## src/rtl/gcd_pkg.sv

```systemverilog
// ============================================================================
//  Module      : gcd_pkg
//  Description : Shared types, reset constants and width helper for the
//                binary-GCD engine.
//  Revision    : 1.0 - initial release
// ============================================================================
`default_nettype none

package gcd_pkg;

    typedef enum logic [1:0] {
        S_IDLE   = 2'd0,
        S_ALIGN  = 2'd1,
        S_REDUCE = 2'd2,
        S_DONE   = 2'd3
    } gcd_state_e;

    localparam gcd_state_e C_RST_STATE = S_IDLE;
    localparam logic       C_RST_FLAG  = 1'b0;

    // Wide enough for the shift count and the worst-case iteration count.
    function automatic int gcd_cnt_w(input int width);
        return $clog2(4 * width + 4);
    endfunction

endpackage : gcd_pkg

`default_nettype wire

```

## src/rtl/gcd_step.sv

```systemverilog
// ============================================================================
//  Module      : gcd_step
//  Description : Combinational single REDUCE step of the binary GCD
//                (halve an even operand, else subtract smaller from larger).
//  Revision    : 1.0 - initial release
// ============================================================================
`default_nettype none

module gcd_step #(
    parameter int WIDTH = 4
) (
    input  logic [WIDTH-1:0] i_a,
    input  logic [WIDTH-1:0] i_b,
    output logic [WIDTH-1:0] o_a_nxt,
    output logic [WIDTH-1:0] o_b_nxt,
    output logic             o_eq
);

    logic w_a_even;
    logic w_b_even;
    logic w_a_gt_b;

    assign w_a_even = ~i_a[0];
    assign w_b_even = ~i_b[0];
    assign w_a_gt_b = (i_a > i_b);

    always_comb begin
        o_a_nxt = i_a;
        o_b_nxt = i_b;
        o_eq    = 1'b0;
        if (w_a_even) begin
            o_a_nxt = i_a >> 1;
        end else if (w_b_even) begin
            o_b_nxt = i_b >> 1;
        end else if (i_a == i_b) begin
            o_eq = 1'b1;
        end else if (w_a_gt_b) begin
            o_a_nxt = i_a - i_b;
        end else begin
            o_b_nxt = i_b - i_a;
        end
    end

endmodule : gcd_step

`default_nettype wire

```

## src/rtl/gcd_engine.sv

```systemverilog
// ============================================================================
//  Module      : gcd_engine
//  Description : Iterative binary (Stein) GCD with start/done handshake.
//                Optional cycle counter output enabled by GCD_CYCLE_CNT_EN.
//  Revision    : 1.0 - initial release
// ============================================================================
`default_nettype none

module gcd_engine
    import gcd_pkg::*;
#(
    parameter  int WIDTH = 4,
    localparam int CNT_W = gcd_cnt_w(WIDTH)
) (
    input  logic             clk,
    input  logic             reset,
    input  logic             start,
    input  logic [WIDTH-1:0] data_A,
    input  logic [WIDTH-1:0] data_B,
    output logic [WIDTH-1:0] data_D,
    output logic             busy,
    output logic             done
`ifdef GCD_CYCLE_CNT_EN
    ,
    output logic [CNT_W-1:0] cycles
`endif
);

    gcd_state_e r_state;
    gcd_state_e w_state_nxt;

    logic [WIDTH-1:0] r_a;
    logic [WIDTH-1:0] r_b;
    logic [CNT_W-1:0] r_k;

    logic [WIDTH-1:0] w_a_nxt;
    logic [WIDTH-1:0] w_b_nxt;
    logic             w_eq;
    logic             w_zero_op;
    logic             w_both_even;

    assign w_zero_op   = (data_A == '0) || (data_B == '0);
    assign w_both_even = ~r_a[0] & ~r_b[0];

    gcd_step #(
        .WIDTH(WIDTH)
    ) u_step (
        .i_a     (r_a),
        .i_b     (r_b),
        .o_a_nxt (w_a_nxt),
        .o_b_nxt (w_b_nxt),
        .o_eq    (w_eq)
    );

    always_ff @(posedge clk) begin
        if (reset) begin
            r_state <= C_RST_STATE;
        end else begin
            r_state <= w_state_nxt;
        end
    end

    always_comb begin
        w_state_nxt = r_state;
        busy        = C_RST_FLAG;
        done        = C_RST_FLAG;
        case (r_state)
            S_IDLE: begin
                if (start) begin
                    w_state_nxt = w_zero_op ? S_DONE : S_ALIGN;
                end
            end
            S_ALIGN: begin
                busy = 1'b1;
                if (!w_both_even) begin
                    w_state_nxt = S_REDUCE;
                end
            end
            S_REDUCE: begin
                busy = 1'b1;
                if (w_eq) begin
                    w_state_nxt = S_DONE;
                end
            end
            S_DONE: begin
                busy        = 1'b1;
                done        = 1'b1;
                w_state_nxt = S_IDLE;
            end
            default: begin
                w_state_nxt = S_IDLE;
            end
        endcase
    end

    // Datapath: the common power of two is stripped in ALIGN and restored
    // when the result is written.
    always_ff @(posedge clk) begin
        if (reset) begin
            r_a    <= '0;
            r_b    <= '0;
            r_k    <= '0;
            data_D <= '0;
        end else begin
            case (r_state)
                S_IDLE: begin
                    if (start) begin
                        r_a <= data_A;
                        r_b <= data_B;
                        r_k <= '0;
                        if (w_zero_op) begin
                            data_D <= data_A | data_B;
                        end
                    end
                end
                S_ALIGN: begin
                    if (w_both_even) begin
                        r_a <= r_a >> 1;
                        r_b <= r_b >> 1;
                        r_k <= r_k + CNT_W'(1);
                    end
                end
                S_REDUCE: begin
                    if (w_eq) begin
                        data_D <= r_a << r_k;
                    end else begin
                        r_a <= w_a_nxt;
                        r_b <= w_b_nxt;
                    end
                end
                default: begin
                end
            endcase
        end
    end

`ifdef GCD_CYCLE_CNT_EN
    logic [CNT_W-1:0] r_cnt;
    logic [CNT_W-1:0] r_cycles;

    // r_cnt runs during the operation; r_cycles only moves at launch and
    // on the edge entering DONE so the output stays stable in between.
    always_ff @(posedge clk) begin
        if (reset) begin
            r_cnt    <= '0;
            r_cycles <= '0;
        end else begin
            case (r_state)
                S_IDLE: begin
                    if (start) begin
                        r_cnt    <= '0;
                        r_cycles <= '0;
                    end
                end
                S_ALIGN: begin
                    r_cnt <= r_cnt + CNT_W'(1);
                end
                S_REDUCE: begin
                    r_cnt <= r_cnt + CNT_W'(1);
                    if (w_eq) begin
                        r_cycles <= r_cnt + CNT_W'(1);
                    end
                end
                default: begin
                end
            endcase
        end
    end

    assign cycles = r_cycles;
`endif

endmodule : gcd_engine

`default_nettype wire

```

## config.mk

```make
export PLATFORM = sky130hd
export DESIGN_NAME = gcd_engine
export DESIGN_NICKNAME = d
export VERILOG_FILES = /design/src/rtl/gcd_pkg.sv /design/src/rtl/gcd_step.sv /design/src/rtl/gcd_engine.sv
export SDC_FILE = /design/constraint.sdc
export NUM_CORES = 1
export LEC_CHECK = 0
export ABC_CLOCK_PERIOD_IN_PS = 4800
export BUFFER_PORTS_ARGS = -buffer_cell sky130_fd_sc_hd__buf_2
export CAP_MARGIN = 15
export CORE_MARGIN = 1.5
export CORE_UTILIZATION = 31
export DETAILED_ROUTE_END_ITERATION = 10
export GPL_TIMING_DRIVEN = 0
export SYNTH_ARGS = -nofsm -noshare
export SYNTH_HDL_FRONTEND = slang
export SYNTH_HIERARCHICAL = 1
export SYNTH_SLANG_ARGS = --single-unit
export TNS_END_PERCENT = 10
```

## constraint.sdc

```tcl
create_clock -name clk -period 4.8 [get_ports clk]
set_clock_uncertainty 0.05 [all_clocks]
set_input_delay 0.96 -clock clk [delete_from_list [all_inputs] [get_ports clk]]
set_output_delay 0.96 -clock clk [all_outputs]
set_load 0.05 [all_outputs]
```

==> metrics.txt <==
# TYPE chip_impl_metric gauge
chip_impl_info{name="final_cell_mix",value="sky130_fd_sc_hd__nor2_1, sky130_fd_sc_hd__dfxtp_1, sky130_fd_sc_hd__buf_2"} 1
chip_impl_metric{name="worst-r2r-cell-count",unit=""} 12
chip_impl_metric{name="finalPower",unit="W"} 0.00141
chip_impl_metric{name="sequentialPowerShare",unit="%"} 19.7
chip_impl_metric{name="dr.first_iter.drc_count",unit=""} 127
chip_impl_metric{name="ff2ff_setup_slack",unit="ps"} 1630
chip_impl_metric{name="cts_made_buffers",unit=""} 3
chip_impl_info{name="setup.worst_path.start_class",value="register"} 1
chip_impl_metric{name="clock_slew_at_the_register_clock_pins_of_the_worst_setup_and_hold_paths",unit="ps"} 80
chip_impl_metric{name="timing.critical_path.required",unit="ps"} 4890
chip_impl_metric{name="post_route_cells_drive_above_1_share",unit="%"} 14.3
chip_impl_metric{name="grt_usage",unit="%"} 14.9
chip_impl_metric{name="pwr_density_cell",unit="nW/um^2"} 736
chip_impl_info{name="worst_setup_path_endpoint",value="r_b[1]$_SDFFE_PP0P_"} 1
chip_impl_metric{name="ys_warn_count",unit=""} 6
chip_impl_metric{name="cts-root-to-sink-buffers",unit=""} 2
chip_impl_metric{name="cap_violations",unit=""} 0
chip_impl_metric{name="final_antenna_diode_count",unit=""} 0
chip_impl_metric{name="viasPerCell",unit=""} 5.42
chip_impl_metric{name="clk_latency",unit="ps"} 260
chip_impl_metric{name="ys_types",unit=""} 51
chip_impl_metric{name="setup_violations",unit=""} 0
chip_impl_metric{name="postSynth.asyncResetShare",unit="%"} 0
chip_impl_info{name="rsz0062_at_grt",value="no"} 1
chip_impl_metric{name="final_min_period_over_clock_period",unit="%"} 66.1
chip_impl_metric{name="cts-resized-gates",unit=""} 0
chip_impl_metric{name="worst_ir_drop_vdd",unit="V"} 0.000215
chip_impl_metric{name="clock_share_of_power",unit="%"} 8.2
chip_impl_metric{name="ys_seq_elements",unit=""} 19
chip_impl_metric{name="multi_input_comb_area",unit="sq um"} 1200
chip_impl_metric{name="grt_antenna_before_repair",unit=""} 0
chip_impl_info{name="worst_r2r_endpoint",value="r_b[1]$_SDFFE_PP0P_"} 1
chip_impl_metric{name="grt_pass1_vias",unit=""} 1449
chip_impl_metric{name="layout.area.seq",unit="sq um"} 380
chip_impl_info{name="timing_worst_setup_path_type",value="register to register"} 1
chip_impl_info{name="clk_root_buffer_cell",value="sky130_fd_sc_hd__clkbuf_8"} 1
chip_impl_info{name="post_synth_main_area_contributors",value="sky130_fd_sc_hd__dfxtp_1, sky130_fd_sc_hd__ha_1, sky130_fd_sc_hd__nor2_1"} 1
chip_impl_metric{name="gpl.final_weighted_congestion",unit=""} 0.836
chip_impl_metric{name="fp.dieW",unit="um"} 77.1
chip_impl_metric{name="grt_first_pass_wirelength",unit="mm"} 7.15
chip_impl_info{name="crit_start",value="r_a[0]$_SDFFE_PP0P_"} 1
chip_impl_metric{name="final_net_count",unit=""} 258
chip_impl_metric{name="power_report.internal_total",unit="W"} 0.000661
chip_impl_metric{name="route.final.wire_length",unit="mm"} 4.36
chip_impl_metric{name="coreArea",unit="sq um"} 5200
chip_impl_info{name="ys.flop_type",value="sky130_fd_sc_hd__dfxtp_1"} 1
chip_impl_info{name="timing.hold.worst.class",value="register to register"} 1
chip_impl_metric{name="area.growth.synth_to_final",unit="%"} 12.3
chip_impl_metric{name="netlist_instances",unit=""} 211
chip_impl_metric{name="grt_overflow_total",unit=""} 0
chip_impl_info{name="tritoncts",value="done"} 1
chip_impl_metric{name="rows",unit=""} 26
chip_impl_metric{name="max_slew.worst_pin.slew",unit="ps"} 788
chip_impl_info{name="worst_r2r_startpoint",value="r_a[0]$_SDFFE_PP0P_"} 1
chip_impl_metric{name="power.static_leakage",unit="nW"} 0.768
chip_impl_metric{name="wl_per_cell",unit="um"} 14.5
chip_impl_metric{name="drc",unit=""} 0
chip_impl_metric{name="slew_viol_final",unit=""} 0
chip_impl_info{name="synth_area_leader_cell",value="sky130_fd_sc_hd__dfxtp_1"} 1
chip_impl_metric{name="timing.max_slew.rel_slack",unit="%"} 47.5
chip_impl_metric{name="clock-sinks",unit=""} 19
chip_impl_metric{name="timing.critical_path.arrival",unit="ps"} 3260
chip_impl_metric{name="hold_viol",unit=""} 0
chip_impl_metric{name="netlist_area",unit="sq um"} 1700
chip_impl_metric{name="hold-worst-slack",unit="ps"} 426
chip_impl_metric{name="critical_path.max_fanout",unit=""} 10
chip_impl_metric{name="post-synth-top-area-fraction",unit="%"} 22.3
chip_impl_metric{name="comb_power_share",unit="%"} 72.0
chip_impl_metric{name="fmaxAchievable",unit="MHz"} 315
chip_impl_metric{name="power_switching_share",unit="%"} 53.1
chip_impl_metric{name="power.net_switching",unit="W"} 0.000747
chip_impl_metric{name="layout_min_cycle_time",unit="ps"} 3170
chip_impl_metric{name="cts_hold_buffers",unit=""} 0
chip_impl_info{name="outcome",value="finished clean"} 1
chip_impl_metric{name="number_of_buffers_added_on_ports",unit=""} 15
chip_impl_metric{name="largest_net_degree_at_the_start_of_global_routing",unit=""} 12
chip_impl_metric{name="post_detailed_placement_half_perimeter_wirelength",unit="mm"} 3.32
chip_impl_metric{name="pin_count",unit=""} 17
chip_impl_info{name="layout_commonest_cell",value="sky130_fd_sc_hd__nor2_1"} 1
chip_impl_metric{name="die_h",unit="um"} 77.1
chip_impl_metric{name="drt_first_pass_iters",unit=""} 4
chip_impl_metric{name="vias",unit=""} 1627
chip_impl_metric{name="floorplan.initialDensity",unit="%"} 32.7
chip_impl_metric{name="count_of_fill_cells_added_during_filler_insertion",unit=""} 557
chip_impl_metric{name="synth-edff-count",unit=""} 0
chip_impl_metric{name="synthesis.area_per_instance",unit="sq um"} 8.07
chip_impl_metric{name="htree_levels",unit=""} 1
chip_impl_metric{name="drtAntennaViolNets",unit=""} 0
chip_impl_metric{name="postCtsSetupRepairBufs",unit=""} 0
chip_impl_metric{name="synth-seq-area-share",unit="%"} 22.3
chip_impl_metric{name="synthesis.nets",unit=""} 238
chip_impl_metric{name="timing.setup.tns",unit="ps"} 0
chip_impl_metric{name="die_area",unit="sq um"} 5950
chip_impl_info{name="endpoint_kind",value="register"} 1
[critical path, cell delays in order, from the launching register on]
cell	delay [ps]
sky130_fd_sc_hd__dfxtp_1	530
sky130_fd_sc_hd__buf_2	280
sky130_fd_sc_hd__inv_1	140
sky130_fd_sc_hd__ha_1	250
sky130_fd_sc_hd__fa_1	410
sky130_fd_sc_hd__nand2b_4	160
sky130_fd_sc_hd__a21oi_1	340
sky130_fd_sc_hd__nor4_1	120
sky130_fd_sc_hd__a311o_1	330
sky130_fd_sc_hd__a22oi_1	140
sky130_fd_sc_hd__a21oi_1	90
sky130_fd_sc_hd__mux2i_1	150
sky130_fd_sc_hd__nor2_1	50
[cell usage after synthesis, types with 3 or more instances]
cell type and count:
sky130_fd_sc_hd__nor2_1 34, sky130_fd_sc_hd__buf_6 3, sky130_fd_sc_hd__a31oi_1 4, sky130_fd_sc_hd__o211ai_1 3, sky130_fd_sc_hd__clkbuf_1 4, sky130_fd_sc_hd__nand2_1 7
sky130_fd_sc_hd__mux2i_1 12, sky130_fd_sc_hd__xnor2_1 5, sky130_fd_sc_hd__o21ai_0 9, sky130_fd_sc_hd__dfxtp_1 19, sky130_fd_sc_hd__nand3_1 9, sky130_fd_sc_hd__nor3_1 5
sky130_fd_sc_hd__a21oi_1 14, sky130_fd_sc_hd__ha_1 14, sky130_fd_sc_hd__inv_1 10, sky130_fd_sc_hd__a22oi_1 6, sky130_fd_sc_hd__nor4_1 5, sky130_fd_sc_hd__o22ai_1 3
[layer usage]
layer  vias to the layer above  routed length, um  GRT usage [%]  part of all wire [%]
met2                        55               2010           23.5                    46
met4                         0                 37           4.36                  0.85
li1                        809                  -              -                     -
met5                         -                  0              0                     0
met3                         4                230           1.55                   5.3
met1                       759               2080           21.4                    48
[registers in the layout, indices dropped and copies added, names as in the netlist]
register	flops
data_D	4
r_state	2
r_k	5
r_a	4
r_b	4
[worst min path at each step]
stage                            from                endpoint  slack [ps]  depth (start not counted)
2_1_floorplan     r_k[4]$_SDFFE_PP0P_     r_k[4]$_SDFFE_PP0P_         440                          2
3_3_place_gp   data_D[1]$_SDFFE_PP0P_  data_D[1]$_SDFFE_PP0P_         410                          2
3_5_place_dp   data_D[1]$_SDFFE_PP0P_  data_D[1]$_SDFFE_PP0P_         410                          2
4_1_cts        data_D[1]$_SDFFE_PP0P_  data_D[1]$_SDFFE_PP0P_         430                          2
5_1_grt        data_D[1]$_SDFFE_PP0P_  data_D[1]$_SDFFE_PP0P_         440                          2
6_report       data_D[1]$_SDFFE_PP0P_  data_D[1]$_SDFFE_PP0P_         430                          2
[power groups by stage]
stage / clock network [W] / registers [W] / logic [W]
after global placement: 0 / 0.000281 / 0.000991
after detailed placement: 0 / 0.000281 / 0.00100
after global routing: 0.000124 / 0.000286 / 0.00111
final: 0.000116 / 0.000278 / 0.00101
after CTS: 0.000120 / 0.000278 / 0.00100
after floorplan: 0 / 0.000307 / 0.000766
[cell type report]
| class | count | share of cell area, % |
|---|---|---|
| Multi-Input combinational cell | 170 | 62.6 |
| Sequential cell | 19 | 19.9 |
| Buffer | 12 | 4.58 |
| Tap cell | 70 | 4.58 |
| Timing Repair Buffer | 15 | 3.93 |
| Clock buffer | 3 | 2.16 |
| Inverter | 10 | 1.96 |
| Clock inverter | 1 | 0.262 |
[cell families (layout without fill, tap and decap cells)]
group | Yosys count | after routing | share of synthesized area, %
compound gates | 56 | 56 | 23.2
mux | 12 | 12 | 7.05
flops | 19 | 19 | 22.3
buf+inv | 22 | 41 | 7.35
simple gates | 79 | 79 | 23.8
xor+xnor | 7 | 7 | 3.60
fa+ha+maj | 16 | 16 | 12.6
[through the flow]
stage                     instance area, sq um  setup slack, ps  std cells  util (%)
after floorplan                           1700             2090        211         -
after global placement                    1870             1670        296      35.8
after detailed placement                  1870             1670        296      35.8
after CTS                                 1910             1640        300      36.7
after global routing                      1910             1440        300      36.7
final                                     1910             1630        300      36.7
No activity file was read; power rests on OpenSTA's default activity.
